$ cat src/rtl/uart_rx_fifo.sv
// 8N1 UART receiver with input synchronizer, mid-bit sampling deframer and a
// first-word-fall-through receive FIFO with sticky framing/overrun flags.
module uart_rx_fifo #(
  parameter int CLKS_PER_BIT    = 868,
  parameter int FIFO_DEPTH_LOG2 = 4
) (
  input  logic                       CLK,
  input  logic                       RST_N,
  input  logic                       RXD,
  input  logic                       RD_EN,
  output logic [7:0]                 RD_DATA,
  output logic                       EMPTY,
  output logic                       FULL,
  output logic [FIFO_DEPTH_LOG2:0]   COUNT,
  output logic                       FRAME_ERR,
  output logic                       OVERRUN,
  input  logic                       CLR_ERR,
  output logic                       BUSY
);

  localparam int AW    = FIFO_DEPTH_LOG2;
  localparam int DEPTH = 1 << AW;
  localparam int CW    = $clog2(CLKS_PER_BIT);

  typedef logic [CW-1:0] tick_t;
  typedef logic [AW-1:0] ptr_t;
  typedef logic [AW:0]   lvl_t;

  localparam tick_t TICK_ZERO = tick_t'(0);
  localparam tick_t TICK_ONE  = tick_t'(1);
  localparam tick_t BIT_LAST  = tick_t'(CLKS_PER_BIT - 1);
  localparam tick_t HALF_LAST = tick_t'(CLKS_PER_BIT / 2 - 1);
  localparam ptr_t  PTR_ONE   = ptr_t'(1);
  localparam lvl_t  LVL_ZERO  = lvl_t'(0);
  localparam lvl_t  LVL_ONE   = lvl_t'(1);
  localparam lvl_t  LVL_FULL  = lvl_t'(DEPTH);

  typedef enum logic [2:0] {
    ST_IDLE  = 3'd0,
    ST_START = 3'd1,
    ST_DATA  = 3'd2,
    ST_STOP  = 3'd3,
    ST_BREAK = 3'd4
  } state_t;

  logic       rx_meta_r, rx_sync_r, rxs_s;
  state_t     state_r, state_nxt;
  tick_t      cnt_r, cnt_nxt;
  logic [2:0] bit_r, bit_nxt;
  logic [7:0] shift_r, shift_nxt;
  logic       push_r, push_nxt;
  logic [7:0] push_data_r;
  logic       ferr_set_s;

  logic [7:0] mem_r [DEPTH];
  ptr_t       rd_ptr_r, wr_ptr_r, rd_ptr_nxt, wr_ptr_nxt;
  lvl_t       count_r, count_nxt;
  logic [7:0] head_r, head_nxt;
  logic       empty_r, full_r, busy_r, frame_err_r, overrun_r;
  logic       do_pop_s, do_push_s, ovr_set_s;

  assign rxs_s = rx_sync_r;

  // Two-flop synchronizer for the asynchronous pad; idles high.
  always_ff @(posedge CLK or negedge RST_N) begin
    if (!RST_N) begin
      rx_meta_r <= 1'b1;
      rx_sync_r <= 1'b1;
    end else begin
      rx_meta_r <= RXD;
      rx_sync_r <= rx_meta_r;
    end
  end

  // Deframer next-state: cnt runs within each state and clears at each sample point.
  always_comb begin
    state_nxt  = state_r;
    cnt_nxt    = cnt_r + TICK_ONE;
    bit_nxt    = bit_r;
    shift_nxt  = shift_r;
    push_nxt   = 1'b0;
    ferr_set_s = 1'b0;
    case (state_r)
      ST_IDLE: begin
        cnt_nxt = TICK_ZERO;
        if (!rxs_s) state_nxt = ST_START;
        else        state_nxt = ST_IDLE;
      end
      ST_START: begin
        if (cnt_r == HALF_LAST) begin
          cnt_nxt = TICK_ZERO;
          bit_nxt = 3'd0;
          if (rxs_s) state_nxt = ST_IDLE;
          else       state_nxt = ST_DATA;
        end else begin
          state_nxt = ST_START;
        end
      end
      ST_DATA: begin
        if (cnt_r == BIT_LAST) begin
          cnt_nxt          = TICK_ZERO;
          shift_nxt[bit_r] = rxs_s;
          bit_nxt          = bit_r + 3'd1;
          if (bit_r == 3'd7) state_nxt = ST_STOP;
          else               state_nxt = ST_DATA;
        end else begin
          state_nxt = ST_DATA;
        end
      end
      ST_STOP: begin
        if (cnt_r == BIT_LAST) begin
          cnt_nxt = TICK_ZERO;
          if (rxs_s) begin
            push_nxt  = 1'b1;
            state_nxt = ST_IDLE;
          end else begin
            ferr_set_s = 1'b1;
            state_nxt  = ST_BREAK;
          end
        end else begin
          state_nxt = ST_STOP;
        end
      end
      ST_BREAK: begin
        cnt_nxt = TICK_ZERO;
        if (rxs_s) state_nxt = ST_IDLE;
        else       state_nxt = ST_BREAK;
      end
      default: begin
        state_nxt = ST_IDLE;
        cnt_nxt   = TICK_ZERO;
      end
    endcase
  end

  // Deframer state registers; a reset mid-frame drops any pending push.
  always_ff @(posedge CLK or negedge RST_N) begin
    if (!RST_N) begin
      state_r     <= ST_IDLE;
      cnt_r       <= TICK_ZERO;
      bit_r       <= 3'd0;
      shift_r     <= 8'h00;
      push_r      <= 1'b0;
      push_data_r <= 8'h00;
      busy_r      <= 1'b0;
    end else begin
      state_r     <= state_nxt;
      cnt_r       <= cnt_nxt;
      bit_r       <= bit_nxt;
      shift_r     <= shift_nxt;
      push_r      <= push_nxt;
      push_data_r <= shift_nxt;
      busy_r      <= (state_nxt != ST_IDLE);
    end
  end

  // FIFO control; a push into a full FIFO survives only if a pop frees a slot the same cycle.
  always_comb begin
    do_pop_s   = RD_EN && (count_r != LVL_ZERO);
    do_push_s  = push_r && ((count_r != LVL_FULL) || do_pop_s);
    ovr_set_s  = push_r && (count_r == LVL_FULL) && !do_pop_s;
    rd_ptr_nxt = do_pop_s  ? (rd_ptr_r + PTR_ONE) : rd_ptr_r;
    wr_ptr_nxt = do_push_s ? (wr_ptr_r + PTR_ONE) : wr_ptr_r;
    case ({do_push_s, do_pop_s})
      2'b10:   count_nxt = count_r + LVL_ONE;
      2'b01:   count_nxt = count_r - LVL_ONE;
      default: count_nxt = count_r;
    endcase
    // Next head bypasses the memory when the incoming byte lands in the head slot.
    if (count_nxt == LVL_ZERO) begin
      head_nxt = 8'h00;
    end else if (do_push_s && (wr_ptr_r == rd_ptr_nxt)) begin
      head_nxt = push_data_r;
    end else begin
      head_nxt = mem_r[rd_ptr_nxt];
    end
  end

  // FIFO storage array.
  always_ff @(posedge CLK) begin
    if (do_push_s) begin
      mem_r[wr_ptr_r] <= push_data_r;
    end
  end

  // FIFO pointers, level, registered head and sticky error flags (set beats clear).
  always_ff @(posedge CLK or negedge RST_N) begin
    if (!RST_N) begin
      rd_ptr_r    <= ptr_t'(0);
      wr_ptr_r    <= ptr_t'(0);
      count_r     <= LVL_ZERO;
      head_r      <= 8'h00;
      empty_r     <= 1'b1;
      full_r      <= 1'b0;
      frame_err_r <= 1'b0;
      overrun_r   <= 1'b0;
    end else begin
      rd_ptr_r <= rd_ptr_nxt;
      wr_ptr_r <= wr_ptr_nxt;
      count_r  <= count_nxt;
      head_r   <= head_nxt;
      empty_r  <= (count_nxt == LVL_ZERO);
      full_r   <= (count_nxt == LVL_FULL);
      if (ferr_set_s)   frame_err_r <= 1'b1;
      else if (CLR_ERR) frame_err_r <= 1'b0;
      else              frame_err_r <= frame_err_r;
      if (ovr_set_s)    overrun_r <= 1'b1;
      else if (CLR_ERR) overrun_r <= 1'b0;
      else              overrun_r <= overrun_r;
    end
  end

  assign RD_DATA   = head_r;
  assign EMPTY     = empty_r;
  assign FULL      = full_r;
  assign COUNT     = count_r;
  assign FRAME_ERR = frame_err_r;
  assign OVERRUN   = overrun_r;
  assign BUSY      = busy_r;

endmodule

$ cat config.mk
export PLATFORM = sky130hd
export DESIGN_NAME = uart_rx_fifo
export DESIGN_NICKNAME = d
export VERILOG_FILES = /design/src/rtl/uart_rx_fifo.sv
export SDC_FILE = /design/constraint.sdc
export NUM_CORES = 1
export LEC_CHECK = 0
export CAP_MARGIN = 10
export CORE_MARGIN = 5
export CORE_UTILIZATION = 56
export DETAILED_ROUTE_END_ITERATION = 10
export GPL_TIMING_DRIVEN = 1
export HOLD_SLACK_MARGIN = 0.02
export PLACE_DENSITY = 0.75
export SYNTH_ARGS = -nofsm -noshare
export SYNTH_HDL_FRONTEND = slang
export SYNTH_SLANG_ARGS = --single-unit
$ cat constraint.sdc
create_clock -name CLK -period 3.3 [get_ports CLK]
set_clock_uncertainty 0.2 [all_clocks]
set_input_delay 0.66 -clock CLK [delete_from_list [all_inputs] [get_ports CLK]]
set_output_delay 0.66 -clock CLK [all_outputs]
set_load 0.05 [all_outputs]
Word level (Yosys, flattened, before mapping)
Memory sizes are Yosys's and may differ from the RTL's.
Cells that the tools add are included.
{ "classes": {"add_sub_neg": 6, "n_lt_le_gt_ge": 2, "eq_ne": 15, "n_mux": 32, "n_reduce_logical": 18} }
{ "ops": {"columns": ["operator", "n"], "rows": [
  ["$mux W10", 2],
  ["$pmux W10 S2", 1],
  ["$mux W3", 6],
  ["$mux W8", 2],
  ["$pmux W3 S5", 1],
  ["$mux W1", 14],
  ["$add A10 B1 Y10 const B", 1],
  ["$eq A10 B10 Y1 const B", 1],
  ["$eq A10 B9 Y1 const B", 1],
  ["$eq A5 B5 Y1 const B", 2],
  ["$pmux W5 S2", 1],
  ["$add A4 B1 Y4 const B", 2],
  ["$bwmux W8", 1],
  ["$eq A3 B2 Y1 const B", 2],
  ["$eq A3 B3 Y1 const B", 2],
  ["$logic_and A1 B1 Y1", 6],
  ["$pmux W3 S2", 1],
  ["$reduce_bool A2 Y1", 3],
  ["$add A5 B1 Y5 const B", 1],
  ["$logic_not A5 Y1", 1],
  ["$ne A5 B5 Y1 const B", 1],
  ["$reduce_bool A5 Y1", 1],
  ["$sub A5 B1 Y5 const B", 1],
  ["$eq A4 B4 Y1", 1],
  ["17 further kinds", 18]
]} }
{ "word_totals": {"inputBits": 5, "mem_bits_rw": 128, "out_inout_bits": 18, "regBits": 53, "memories": 1, "elab_cells": 90} }
{ "memory_table": {"columns": ["name", "words", "word_bits", "rd", "rd_clocked_by_memory_dff", "write_ports", "line_no", "text"], "rows": [
  ["mem_r", 16, 8, 1, 0, 1, "55", "logic [7:0] mem_r [DEPTH];"]
]} }

Depth between registers and ports, before layout
{ "logic_depth": {"ltp_word": 8, "mapped_depth": 13} }

Worst setup path before layout
OpenSTA, ideal clock, no wires.
{ "synth_timing": {"path_kind": "register to register", "start": "reg count_r[2] (netlist: COUNT[2])", "end": "reg head_r[6] (netlist: RD_DATA[6])", "arrival_ns": 3.196, "setup_time_ns": 0.139, "stages_incl_launch_ff": 13, "slack_ns": -0.235, "path_buffers": 2, "required_time_ns": 2.961, "period_less_slack_ns": 3.535, "path_cell_list": "dfrtp_1 -> buf_4 -> or4_1 -> buf_6 -> nor2_2 -> nor2_1 -> mux2_2 -> ha_1 -> or3_1 -> o22ai_1 -> xnor2_2 -> nor3b_4 -> a211oi_1"} }
{ "synth_via": {"elab_chain_len": 8, "elab_cells_between_ends": 17, "cone_classes": "add/sub: 2; eq/ne: 4; mux: 4; reduce/logical: 6; memory: 1"} }
{ "synth_lines": {"columns": ["item", "line_no", "text"], "rows": [
  ["start: declaration", "57", "lvl_t count_r, count_nxt;"],
  ["start signal: assignment", "200", "count_r <= count_nxt;"],
  ["$reduce_bool A5 Y1", "159", "do_pop_s = RD_EN && (count_r != LVL_ZERO);"],
  ["$logic_and A1 B1 Y1", "159", null],
  ["$logic_or A1 B1 Y1", "160", "do_push_s = push_r && ((count_r != LVL_FULL) || do_pop_s);"],
  ["$logic_and A1 B1 Y1", "160", null],
  ["$eq A2 B1 Y1 / $eq A2 B2 Y1 (equally long branches)", "164", "case ({do_push_s, do_pop_s})"],
  ["$pmux W5 S2 *", "164", null],
  ["net count_nxt[2]", "57", null],
  ["$logic_not A5 Y1 *", "170", "if (count_nxt == LVL_ZERO) begin"],
  ["$mux W8 *", "170", null],
  ["net head_nxt[6]", "58", "logic [7:0] head_r, head_nxt;"],
  ["end signal: assignment", "201", "head_r <= head_nxt;"],
  ["end: declaration", "58", null]
]} }
Mark *: on every way through the listed nets, which the timed path passes. The rest lies on a longest branch.
A chain may end at the register's enable or synchronous reset.

Worst setup path in the final report
{ "layout_timing": {"start": "reg count_r[3] (netlist: COUNT[3])", "end": "reg head_r[2] (netlist: RD_DATA[2])"} }
Same word-level chain as after synthesis.

==> out/metrics.cfg <==
[placed_design]
gp_routability_congestion=0.863
detailed_place_hpwl_um=13900
io_buffer_count=22

[clocking]
cts_max_path_buffers=2
cts_root_buf=clkbuf_16
numClockSinks=181
htreeDepth=4
worst_skew_pair.late_latency_ps=440
cts_inserted_buffers=17
post_cts.resized_instances=0
clkSlewWorstSetupHoldPaths_ps=70
tritoncts=built

[grt]
gr-total-overflow=0
grt_util_all_layers=0.217
wire_length_of_the_first_global_routing_pass_um=32600
first_global_vias=5912
pin_count_of_the_biggest_net_entering_global_routing=54
grt_antenna_before_repair=0

[cells_and_area]
syn_to_final_growth_pct=13.4
drive_gt1_frac=0.263
num_antenna_cells=0
layout.filler_cells=1147
final_cell_utilization_of_the_core=0.639
nets=714

[synth]
synth_top_cells_by_count=edfxtp_1, mux4_2, dfrtp_1
synth_area_leaders=edfxtp_1, mux4_2, dfrtp_1
synth_async_sr_flop_share=0.293
mappedNetlistNets=672
seq_area_frac_synth=0.560
cell_area_after_synthesis_um2=9250
synthMostInstantiatedCell=edfxtp_1
synth_top_area_share=0.416
yosys_register_bits=181
synthesis.area_per_instance_um2=14.1
distinct_cells_synth=71
synth_enable_flop_cells=128
syn-instance-count=657
synth_top_flop_cell=edfxtp_1
ys.warnings.count=0
synth_area_leader_cell=edfxtp_1

[drt]
wire_per_inst_um=21.9
routed_wirelength_um=20400
number_of_routed_nets_with_antenna_violations=0
post-route-drc-count=0
drtPass1Iterations=6
total_number_of_vias=5899
first_iter_violations=654
detail_route.vias_per_cell=6.33

[sta]
timing.final.max_slew_violations=0
finalHoldWorstSlack_ps=161
tightestPinTransition_ps=711
clock.fmax_ghz=0.314
finalHoldViolations=0
setup-tns-final_ps=0
relSlewSlack=0.524
layout_min_cycle_time_ps=3180
final-setup-viol-count=0
final.period_utilization=0.964
grt_setup_unrepaired=false

[setup_path]
setup.reg_to_reg.worst_slack_ps=120
element_type_at_the_critical_path_end=flop
timing.critical_path.from_type=flop
critical_path_class=reg -> reg
path_max_fanout=9
r2r_cells=11
critical_path_required_ps=3430
setup.worst_path.start=COUNT[3]
critical_path.reg2reg.endpoint=RD_DATA[2]
cp-endpoint=RD_DATA[2]
crit_arrival_ps=3310
regToRegStartpoint=COUNT[3]

[die]
floorplan.die_area_um2=19200
top_level_ports=23
initial_core_util=0.563
die_y_um=138
rows=47
die_w_um=138
placeableCoreArea_um2=16400

[min_path]
min-delay-start=rx_meta_r
worstHoldPathCells=0
hold_path_class=reg -> reg

[pwr]
power-per-cell-area_nw_per_um2=704
leakage_nw=4.00
vdd_drop_max_v=0.000588
finalPower_mw=7.37

[run_status]
run_status=finished, final reports clean

[flow_run]
max-cap-violations=0

## worst max-delay path, cell delays in order, from the launching register on
cell and delay, ps:
dfrtp_2 400, or4_1 610, nor2_4 160, nor2_1 50, mux2_2 270, ha_2 200, nor4_1 260, o21ai_0 160
mux2i_2 300, nor3b_4 80, buf_4 180, a211oi_1 220
## power breakdown
part | internal (mW) | leakage, nW | total, mW | switching, mW
registers | 2.51 | 2.16 | 2.59 | 0.0769
clock network | 1.08 | 0.291 | 2.00 | 0.913
logic | 1.10 | 1.55 | 2.79 | 1.68
total | 4.70 | 4.00 | 7.37 | 2.67
## placed cells by master (no fill, tap or decap), drive strengths merged, types with 4 or more instances in the layout
cell type	instances
clkbuf	21
o22a	8
o221ai	5
nor2	36
ha	10
edfxtp	128
o22ai	5
buf	43
clkdlybuf4s50	21
a21oi	29
nand4	6
nor2b	4
xnor2	13
mux4	57
nand2	38
a211oi	9
nand2b	6
o211ai	4
dfrtp	50
a31o	7
o21ai	23
inv	37
mux2i	34
xor2	8
mux2	14
nand3	15
nor3	22
## worst min path at each step
stage	to	slack [ps]
3_5_place_dp	rx_sync_r	150
5_1_grt	rx_sync_r	170
4_1_cts	rx_sync_r	160
6_report	rx_sync_r	160
2_1_floorplan	rx_sync_r	150
3_3_place_gp	rx_sync_r	150
## per-stage QoR
step | area, um2 | setup slack (ps) | std cells
final | 10500 | 120 | 932
after global routing | 10500 | 21.8 | 932
after CTS | 10400 | 116 | 928
after detailed placement | 9850 | -72.1 | 896
after global placement | 9850 | 85.3 | 896
after floorplan | 9270 | 8.12 | 657
## state kept, by name, indices dropped and copies added, names as in the netlist, 4 cells and up
name         count
mem_r          128
COUNT            5
cnt_r           10
RD_DATA          8
rd_ptr_r         4
wr_ptr_r         4
push_data_r      8
## metal layers
| metal | part of all wire | vias to the layer above | wire (um) | GRT usage |
|---|---|---|---|---|
| met3 | 0.073 | 30 | 1490 | 0.0487 |
| met2 | 0.48 | 226 | 9840 | 0.345 |
| met5 | 0 | - | 0 | 0 |
| li1 | - | 2646 | - | - |
| met4 | 0.015 | 0 | 308 | 0.0541 |
| met1 | 0.43 | 2997 | 8800 | 0.308 |
## logic make-up (layout without fill, tap and decap cells)
logic type,after synthesis,in the layout,share of synthesized area
DFF,181,181,0.560
xor gates and xnor gates,21,21,0.0207
muxes,105,105,0.193
AOI/OAI and AO/OA,116,116,0.0926
adders and majority gates,10,10,0.0135
and+or+nand+nor,154,154,0.0859
buffers and inverters,70,125,0.0349
## cell type report
| cell class | instances | area [um2] | share of cell area |
|---|---|---|---|
| inverter | 28 | 105 | 0.0100 |
| timing repair buffer | 65 | 566 | 0.0540 |
| multi-input combinational | 406 | 3770 | 0.360 |
| clock buffer | 21 | 483 | 0.0461 |
| tap | 220 | 275 | 0.0263 |
| sequential | 181 | 5180 | 0.494 |
| clock inverter | 11 | 101 | 0.00967 |
## repair_timing
action / CTS / global route
hold buffers: 0 / 1
buffers inserted: 0 / 2
setup endpoints to repair: 0 / 3
endpoints found under the hold margin: 0 / 16
Note: power is estimated with default switching activity, not from simulation.
